### src/rtl/frame_pkg.sv
// Shared constants and types for the frame packer: buffer bases, frame geometry
// and the fill state machine encoding.
package frame_pkg;

    localparam logic [21:0] ADDR_A          = 22'h100000;
    localparam logic [21:0] ADDR_B          = 22'h200000;
    localparam int unsigned WORDS_PER_LINE  = 40;
    localparam int unsigned LINES_PER_FRAME = 480;
    localparam int unsigned WORDS_PER_FRAME = WORDS_PER_LINE * LINES_PER_FRAME;
    localparam int unsigned PIX_PER_WORD    = 16;
    localparam int unsigned FIFO_DEPTH      = 4;

    localparam int unsigned WORD_W  = 8 * PIX_PER_WORD;
    localparam int unsigned WCNT_W  = 15;
    localparam int unsigned FCNT_W  = $clog2(FIFO_DEPTH) + 1;

    typedef enum logic [2:0] {
        ST_IDLE,
        ST_START,
        ST_FILL,
        ST_DRAIN,
        ST_DONE
    } state_e;

    // Lines are contiguous, so a word's address is simply base plus its index.
    function automatic logic [21:0] word_addr(input logic [21:0] base,
                                              input logic [WCNT_W-1:0] idx);
        return base + 22'(idx);
    endfunction

endpackage

### src/rtl/pix_word_fifo.sv
// Small synchronous FIFO of packed pixel words. Exposes the head and the entry
// behind it so the write port can issue back-to-back requests.
module pix_word_fifo #(
    parameter int unsigned WIDTH = 128,
    parameter int unsigned DEPTH = 4
) (
    input  logic                       clock,
    input  logic                       reset,
    input  logic                       flush,
    input  logic                       push,
    input  logic [WIDTH-1:0]           push_data,
    input  logic                       pop,
    output logic [WIDTH-1:0]           head_data,
    output logic [WIDTH-1:0]           next_data,
    output logic [$clog2(DEPTH):0]     count,
    output logic                       full,
    output logic                       empty
);

    localparam int unsigned PTR_W = $clog2(DEPTH);
    localparam int unsigned CNT_W = PTR_W + 1;

    logic [WIDTH-1:0] mem_q [DEPTH];
    logic [PTR_W-1:0] rd_ptr_q, rd_ptr_d;
    logic [PTR_W-1:0] wr_ptr_q, wr_ptr_d;
    logic [PTR_W-1:0] rd_ptr_nx;
    logic [CNT_W-1:0] count_q, count_d;
    logic             do_push;
    logic             do_pop;

    assign full      = (count_q == CNT_W'(DEPTH));
    assign empty     = (count_q == '0);
    assign count     = count_q;
    assign do_push   = push && !full;
    assign do_pop    = pop && !empty;
    assign rd_ptr_nx = rd_ptr_q + PTR_W'(1);
    assign head_data = mem_q[rd_ptr_q];
    assign next_data = mem_q[rd_ptr_nx];

    // NOTE: every signal driven here gets a default first so no path can infer a latch.
    always_comb begin
        rd_ptr_d = rd_ptr_q;
        wr_ptr_d = wr_ptr_q;
        count_d  = count_q;
        if (flush) begin
            rd_ptr_d = '0;
            wr_ptr_d = '0;
            count_d  = '0;
        end else begin
            if (do_push) wr_ptr_d = wr_ptr_q + PTR_W'(1);
            if (do_pop)  rd_ptr_d = rd_ptr_nx;
            case ({do_push, do_pop})
                2'b10:   count_d = count_q + CNT_W'(1);
                2'b01:   count_d = count_q - CNT_W'(1);
                default: count_d = count_q;
            endcase
        end
    end

    // NOTE: sequential state uses non-blocking assignments so every flop samples pre-edge values.
    always_ff @(posedge clock) begin
        if (reset) begin
            rd_ptr_q <= '0;
            wr_ptr_q <= '0;
            count_q  <= '0;
        end else begin
            rd_ptr_q <= rd_ptr_d;
            wr_ptr_q <= wr_ptr_d;
            count_q  <= count_d;
        end
    end

    // NOTE: storage is not reset; an entry is only read after a push has written it.
    always_ff @(posedge clock) begin
        if (do_push && !flush) mem_q[wr_ptr_q] <= push_data;
    end

endmodule

### src/rtl/frame_packer.sv
// Packs a raster stream of 8-bit palette indices into 128-bit words and writes
// them to the SDRAM back buffer (the one not being scanned out).
module frame_packer
    import frame_pkg::*;
#(
    parameter int unsigned FRAME_WORDS = WORDS_PER_FRAME
) (
    input  logic         clock,
    input  logic         reset,
    input  logic         new_frame,
    input  logic         frame_flip,
    input  logic         pix_valid,
    input  logic [7:0]   pix_data,
    output logic         pix_ready,
    output logic         sdram_wr,
    output logic [21:0]  sdram_addr,
    output logic [127:0] sdram_wdata,
    input  logic         sdram_ac,
    input  logic         sdram_Wait,
    output logic         busy,
    output logic         done,
    output logic         frame_err
);

    localparam logic [WCNT_W-1:0] LAST_WORD = WCNT_W'(FRAME_WORDS - 1);

    state_e              state_q, state_d;
    logic                abort_q, abort_d;
    logic                frame_err_q, frame_err_d;
    logic [21:0]         base_q, base_d;
    logic [3:0]          pix_cnt_q, pix_cnt_d;
    logic [WCNT_W-1:0]   word_cnt_q, word_cnt_d;
    logic [WCNT_W-1:0]   wr_cnt_q, wr_cnt_d;
    logic [WORD_W-1:0]   pack_q, pack_d;
    logic                wr_q, wr_d;
    logic [21:0]         addr_q, addr_d;
    logic [WORD_W-1:0]   wdata_q, wdata_d;

    logic                fifo_push, fifo_pop, fifo_flush;
    logic [WORD_W-1:0]   fifo_push_data;
    logic [WORD_W-1:0]   fifo_head, fifo_next;
    logic [FCNT_W-1:0]   fifo_count;
    logic                fifo_full, fifo_empty;

    logic                pix_ready_c;
    logic                pix_accept;
    logic                in_frame;
    logic                aborting;
    logic                can_issue;

    pix_word_fifo #(
        .WIDTH (WORD_W),
        .DEPTH (FIFO_DEPTH)
    ) u_fifo (
        .clock     (clock),
        .reset     (reset),
        .flush     (fifo_flush),
        .push      (fifo_push),
        .push_data (fifo_push_data),
        .pop       (fifo_pop),
        .head_data (fifo_head),
        .next_data (fifo_next),
        .count     (fifo_count),
        .full      (fifo_full),
        .empty     (fifo_empty)
    );

    assign in_frame       = (state_q == ST_START) || (state_q == ST_FILL) || (state_q == ST_DRAIN);
    assign aborting       = in_frame && (new_frame || abort_q);
    assign can_issue      = !sdram_Wait && !aborting;
    assign pix_ready_c    = (state_q == ST_FILL) && !abort_q && !fifo_full;
    assign pix_accept     = pix_valid && pix_ready_c;
    assign fifo_push_data = {pix_data, pack_q[WORD_W-9:0]};

    always_comb begin
        state_d     = state_q;
        abort_d     = abort_q;
        frame_err_d = frame_err_q;
        base_d      = base_q;
        pix_cnt_d   = pix_cnt_q;
        word_cnt_d  = word_cnt_q;
        wr_cnt_d    = wr_cnt_q;
        pack_d      = pack_q;
        wr_d        = wr_q;
        addr_d      = addr_q;
        wdata_d     = wdata_q;
        fifo_push   = 1'b0;
        fifo_pop    = 1'b0;
        fifo_flush  = 1'b0;

        case (state_q)
            ST_IDLE, ST_DONE: begin
                if (new_frame) state_d = ST_START;
            end
            ST_START: begin
                base_d     = frame_flip ? ADDR_B : ADDR_A;
                pix_cnt_d  = '0;
                word_cnt_d = '0;
                wr_cnt_d   = '0;
                pack_d     = '0;
                state_d    = ST_FILL;
            end
            ST_FILL: begin
                if (pix_accept) begin
                    pack_d[{pix_cnt_q, 3'b000} +: 8] = pix_data;
                    pix_cnt_d = pix_cnt_q + 4'd1;
                    if (pix_cnt_q == 4'd15) begin
                        fifo_push  = 1'b1;
                        pack_d     = '0;
                        word_cnt_d = word_cnt_q + WCNT_W'(1);
                        if (word_cnt_q == LAST_WORD) state_d = ST_DRAIN;
                    end
                end
            end
            ST_DRAIN: begin
                if (fifo_empty && !wr_q) state_d = ST_DONE;
            end
            default: state_d = ST_IDLE;
        endcase

        // Write port: addr/wdata only change when a request starts.
        if (wr_q) begin
            if (sdram_ac) begin
                fifo_pop = 1'b1;
                wr_cnt_d = wr_cnt_q + WCNT_W'(1);
                if (fifo_count > FCNT_W'(1) && can_issue) begin
                    wr_d    = 1'b1;
                    addr_d  = word_addr(base_q, wr_cnt_q + WCNT_W'(1));
                    wdata_d = fifo_next;
                end else begin
                    wr_d = 1'b0;
                end
            end
        end else if (!fifo_empty && can_issue) begin
            wr_d    = 1'b1;
            addr_d  = word_addr(base_q, wr_cnt_q);
            wdata_d = fifo_head;
        end

        // A restart waits out any outstanding request, then discards all buffered pixels.
        if (in_frame && new_frame) frame_err_d = 1'b1;
        if (aborting) begin
            if (!wr_q || sdram_ac) begin
                state_d    = ST_START;
                abort_d    = 1'b0;
                fifo_flush = 1'b1;
                pix_cnt_d  = '0;
                pack_d     = '0;
            end else begin
                state_d = state_q;
                abort_d = 1'b1;
            end
        end
    end

    always_ff @(posedge clock) begin
        if (reset) begin
            state_q     <= ST_IDLE;
            abort_q     <= 1'b0;
            frame_err_q <= 1'b0;
            base_q      <= '0;
            pix_cnt_q   <= '0;
            word_cnt_q  <= '0;
            wr_cnt_q    <= '0;
            pack_q      <= '0;
            wr_q        <= 1'b0;
            addr_q      <= '0;
            wdata_q     <= '0;
        end else begin
            state_q     <= state_d;
            abort_q     <= abort_d;
            frame_err_q <= frame_err_d;
            base_q      <= base_d;
            pix_cnt_q   <= pix_cnt_d;
            word_cnt_q  <= word_cnt_d;
            wr_cnt_q    <= wr_cnt_d;
            pack_q      <= pack_d;
            wr_q        <= wr_d;
            addr_q      <= addr_d;
            wdata_q     <= wdata_d;
        end
    end

    assign pix_ready   = pix_ready_c;
    assign sdram_wr    = wr_q;
    assign sdram_addr  = addr_q;
    assign sdram_wdata = wdata_q;
    assign busy        = (state_q == ST_FILL) || (state_q == ST_DRAIN);
    assign done        = (state_q == ST_DONE);
    assign frame_err   = frame_err_q;

endmodule
### config.mk
export PLATFORM = sky130hd
export DESIGN_NAME = frame_packer
export DESIGN_NICKNAME = d
export VERILOG_FILES = /design/src/rtl/frame_pkg.sv /design/src/rtl/pix_word_fifo.sv /design/src/rtl/frame_packer.sv
export SDC_FILE = /design/constraint.sdc
export NUM_CORES = 1
export LEC_CHECK = 0
export CAP_MARGIN = 15
export CELL_PAD_IN_SITES_DETAIL_PLACEMENT = 0
export CELL_PAD_IN_SITES_GLOBAL_PLACEMENT = 2
export CORE_MARGIN = 1
export CORE_UTILIZATION = 25
export DETAILED_ROUTE_END_ITERATION = 8
export DONT_BUFFER_PORTS = 1
export PLACE_DENSITY_LB_ADDON = 0.1
export REMOVE_ABC_BUFFERS = 1
export SETUP_SLACK_MARGIN = 0.5
export SYNTH_ARGS = -nofsm -noshare
export SYNTH_HDL_FRONTEND = slang
export SYNTH_SLANG_ARGS = --single-unit
### constraint.sdc
create_clock -name clock -period 13.45 [get_ports clock]
set_clock_uncertainty 0.15 [all_clocks]
set_input_delay 1.345 -clock clock [delete_from_list [all_inputs] [get_ports clock]]
set_output_delay 1.345 -clock clock [all_outputs]
set_load 0.02 [all_outputs]
==> impl_metrics.toml <==
[logic_synthesis]
synthesis.area_um2 = 34860
synth_simple_gate_area_frac = 0.05631
synth_xor_xnor_area_share = 0.009295
avgSynthCellArea_um2 = 15.55
synth_cell_types = 72
synthAdderAreaFrac = 0.005383
ys_ff_latch = 828
synth_top_family_by_area = "multiplexers"
synth_mux_area_frac = 0.2030
synth_compound_area_frac = 0.08104
synthCells = 2242
ys_seq_area_frac = 0.6225
ys_warn_count = 0
synth-edff-count = 512
synthArstFlopShare = 0
ys.flop_type = "edfxtp_1"

[clock_network]
cts.clk_slew.worst_paths_ns = 0.06
cts_tree = "yes"
cts.sink_count = 828
post_cts_resized = 0
cts_buffer_depth = 3
cts-root-buf = "clkbuf_16"
cts_setup_buffers = 0
cts_made_buffers = 102
ctsHoldBuffers = 0
clk_latency_ns = 0.71
htreeDepth = 3

[worst_setup_path]
cp_common_cell = "buf_4"
arrival_ns = 4.80
cp_slowest_stage_delay_ns = 0.95
required_ns = 13.60
crit_path_max_fanout = 57
crit_path_start_kind = "flop"
worstSetupEndpointType = "flop"
path_cells = "buf_4 -> nand2b_1 -> a21oi_1 -> and2_4 -> buf_4"
crit_type = "reg -> reg"
slowest_stage = "buf_4"

[routing]
wirelength_mm = 102.6
vias = 20010
drc = 0
routedWlPerCell_um = 25.10
dr.first_iter.drc_count = 1280
via_per_inst = 4.893
firstDrtPassIters = 5
final_antenna_net_count = 0

[sta]
final-max-slew-violation-count = 0
final.period_utilization = 0.3454
worst_slew_pin_slew_ns = 1.143
fin_crit_ns = 4.646
fin_tns_setup_ns = 0
max_freq_mhz = 215.2
timing.hold.ws_ns = 0.3128
maxSlewHeadroom = 0.2325
setup_violations = 0
rsz0062_at_grt = "false"
hold_viol = 0

[global_routing]
grt.total_usage = 0.1456
globalRouteOverflowTotal = 0
antenna_found_initial = 7
grt_max_degree = 173
grt_pass1_wl_mm = 150.2
grt_pass1_vias = 21000

[job]
max_cap_violations = 0

[die]
chipHeight_um = 375.4
die_area_um2 = 140900
rows = 136
ioPinCount = 170
die_w_um = 375.4
start_util = 0.2529
core_area_um2 = 137800

[place]
gp_congestion = 0.7059
numPortBuffers = 0
hpwl_mm = 59.22

[power]
peakVddDrop_v = 0.0001076
power_density_nw_per_um2 = 139.8
power_leakage_nw = 12.04

[final_layout]
area_growth_pct = 14.80
diodes = 0
drive_gt1_frac = 0.2082
final_nets = 2239

[worst_hold_path]
min_path_type = "reg -> reg"

[run_status]
outcome = "finished, final reports clean"
cells in the final DEF, fill, tap and decap left out, types with 34 or more instances in the layout:
master	count
a21oi_1	36
a211oi_1	155
dfxtp_1	311
nand2_1	54
clkbuf_16	103
mux4_2	256
mux2i_1	130
buf_4	34
nor2_1	223
edfxtp_1	512
a32o_1	65
stage by stage:
step	cell area [um2]	worst slack, ns	utilization	total power, mW	std cells
CTS	40020	8.636	0.2904	5.702	4090
finish	40020	8.804	0.2904	5.596	4090
detailed placement	36760	8.638	0.2667	2.976	3899
floorplan	34140	2.675	-	2.849	2069
global route	40020	8.429	0.2904	5.807	4090
global placement	36760	8.670	0.2667	2.976	3899
area by class of cell:
| class | count | area [um2] |
|---|---|---|
| clock inverter | 56 | 486.7 |
| sequential | 828 | 21720 |
| inverter | 12 | 45.04 |
| multi-input combinational | 1229 | 12450 |
| clock buffer | 135 | 2778 |
| tap | 1794 | 2245 |
| timing repair buffer | 36 | 295.3 |
| fill | 13670 | 97810 |
flip-flops by register name, summed over array words and instances (netlist names), named ones only:
signal,flops
frame_err,1
u_fifo.wr_ptr_q,2
u_fifo.rd_ptr_q,2
sdram_wr,1
wr_cnt_q,15
sdram_wdata,128
u_fifo.count,3
u_fifo.mem_q,512
pack_q,120
base_q,2
sdram_addr,17
abort_q,1
pix_cnt_q,4
state_q,3
word_cnt_q,15
kinds of logic after synthesis:
logic type               after synthesis
AO/OA/AOI/OAI                        368
XOR/XNOR                              37
adder cells (fa/ha/maj)               15
buffers and inverters                189
flip-flops                           828
multiplexers                         387
other                                  1
AND/OR/NAND/NOR                      417
worst max-delay path, delay by kind of cell (launching register included):
kind | cells | cell delay [ns]
and+or+nand+nor | 2 | 0.97
buffers and inverters | 2 | 1.82
DFF | 1 | 0.80
AOI/OAI and AO/OA | 1 | 0.41
report_power, final:
| group | switching, mW | internal, mW | leakage [nW] | total [mW] |
|---|---|---|---|---|
| logic | 0.193 | 0.0396 | 2.83 | 0.233 |
| clock network | 1.10 | 1.58 | 1.60 | 2.68 |
| registers | 0.0124 | 2.67 | 7.61 | 2.69 |
cells in the mapped netlist, types with 22 or more instances:
cell | count | area share
nand2_1 | 54 | 0.0058
and2_1 | 25 | 0.0045
a21oi_1 | 36 | 0.0052
nor2_1 | 223 | 0.024
mux4_2 | 256 | 0.17
dfxtp_1 | 316 | 0.18
a211oi_1 | 155 | 0.033
mux2i_1 | 130 | 0.037
edfxtp_1 | 512 | 0.44
buf_2 | 35 | 0.0050
a32o_1 | 65 | 0.019
o21ai_0 | 26 | 0.0037
a22o_1 | 31 | 0.0078
nand3_1 | 22 | 0.0032
clkbuf_1 | 124 | 0.013
worst paths after layout:
path,start,to,slack (ns),cells after the start
worst min register to register,base_q[21]$_SDFFE_PP0P_,base_q[21]$_SDFFE_PP0P_,0.31,2
worst min-delay path,base_q[21]$_SDFFE_PP0P_,base_q[21]$_SDFFE_PP0P_,0.31,2
worst max register to register,sdram_wr$_SDFF_PP0_,u_fifo.mem_q[3][54]$_DFFE_PP_,8.80,5
worst max-delay path,sdram_wr$_SDFF_PP0_,u_fifo.mem_q[3][54]$_DFFE_PP_,8.80,5
routing by layer:
layer,wire (um),GRT usage,part of all wire,up-vias
met2,49780,0.2408,0.48,389
li1,-,-,-,8995
met3,4577,0.02630,0.045,93
met5,0,0,0,-
met4,1673,0.04028,0.016,0
met1,46620,0.1947,0.45,10530
Note: power is estimated with default switching activity, not from simulation.
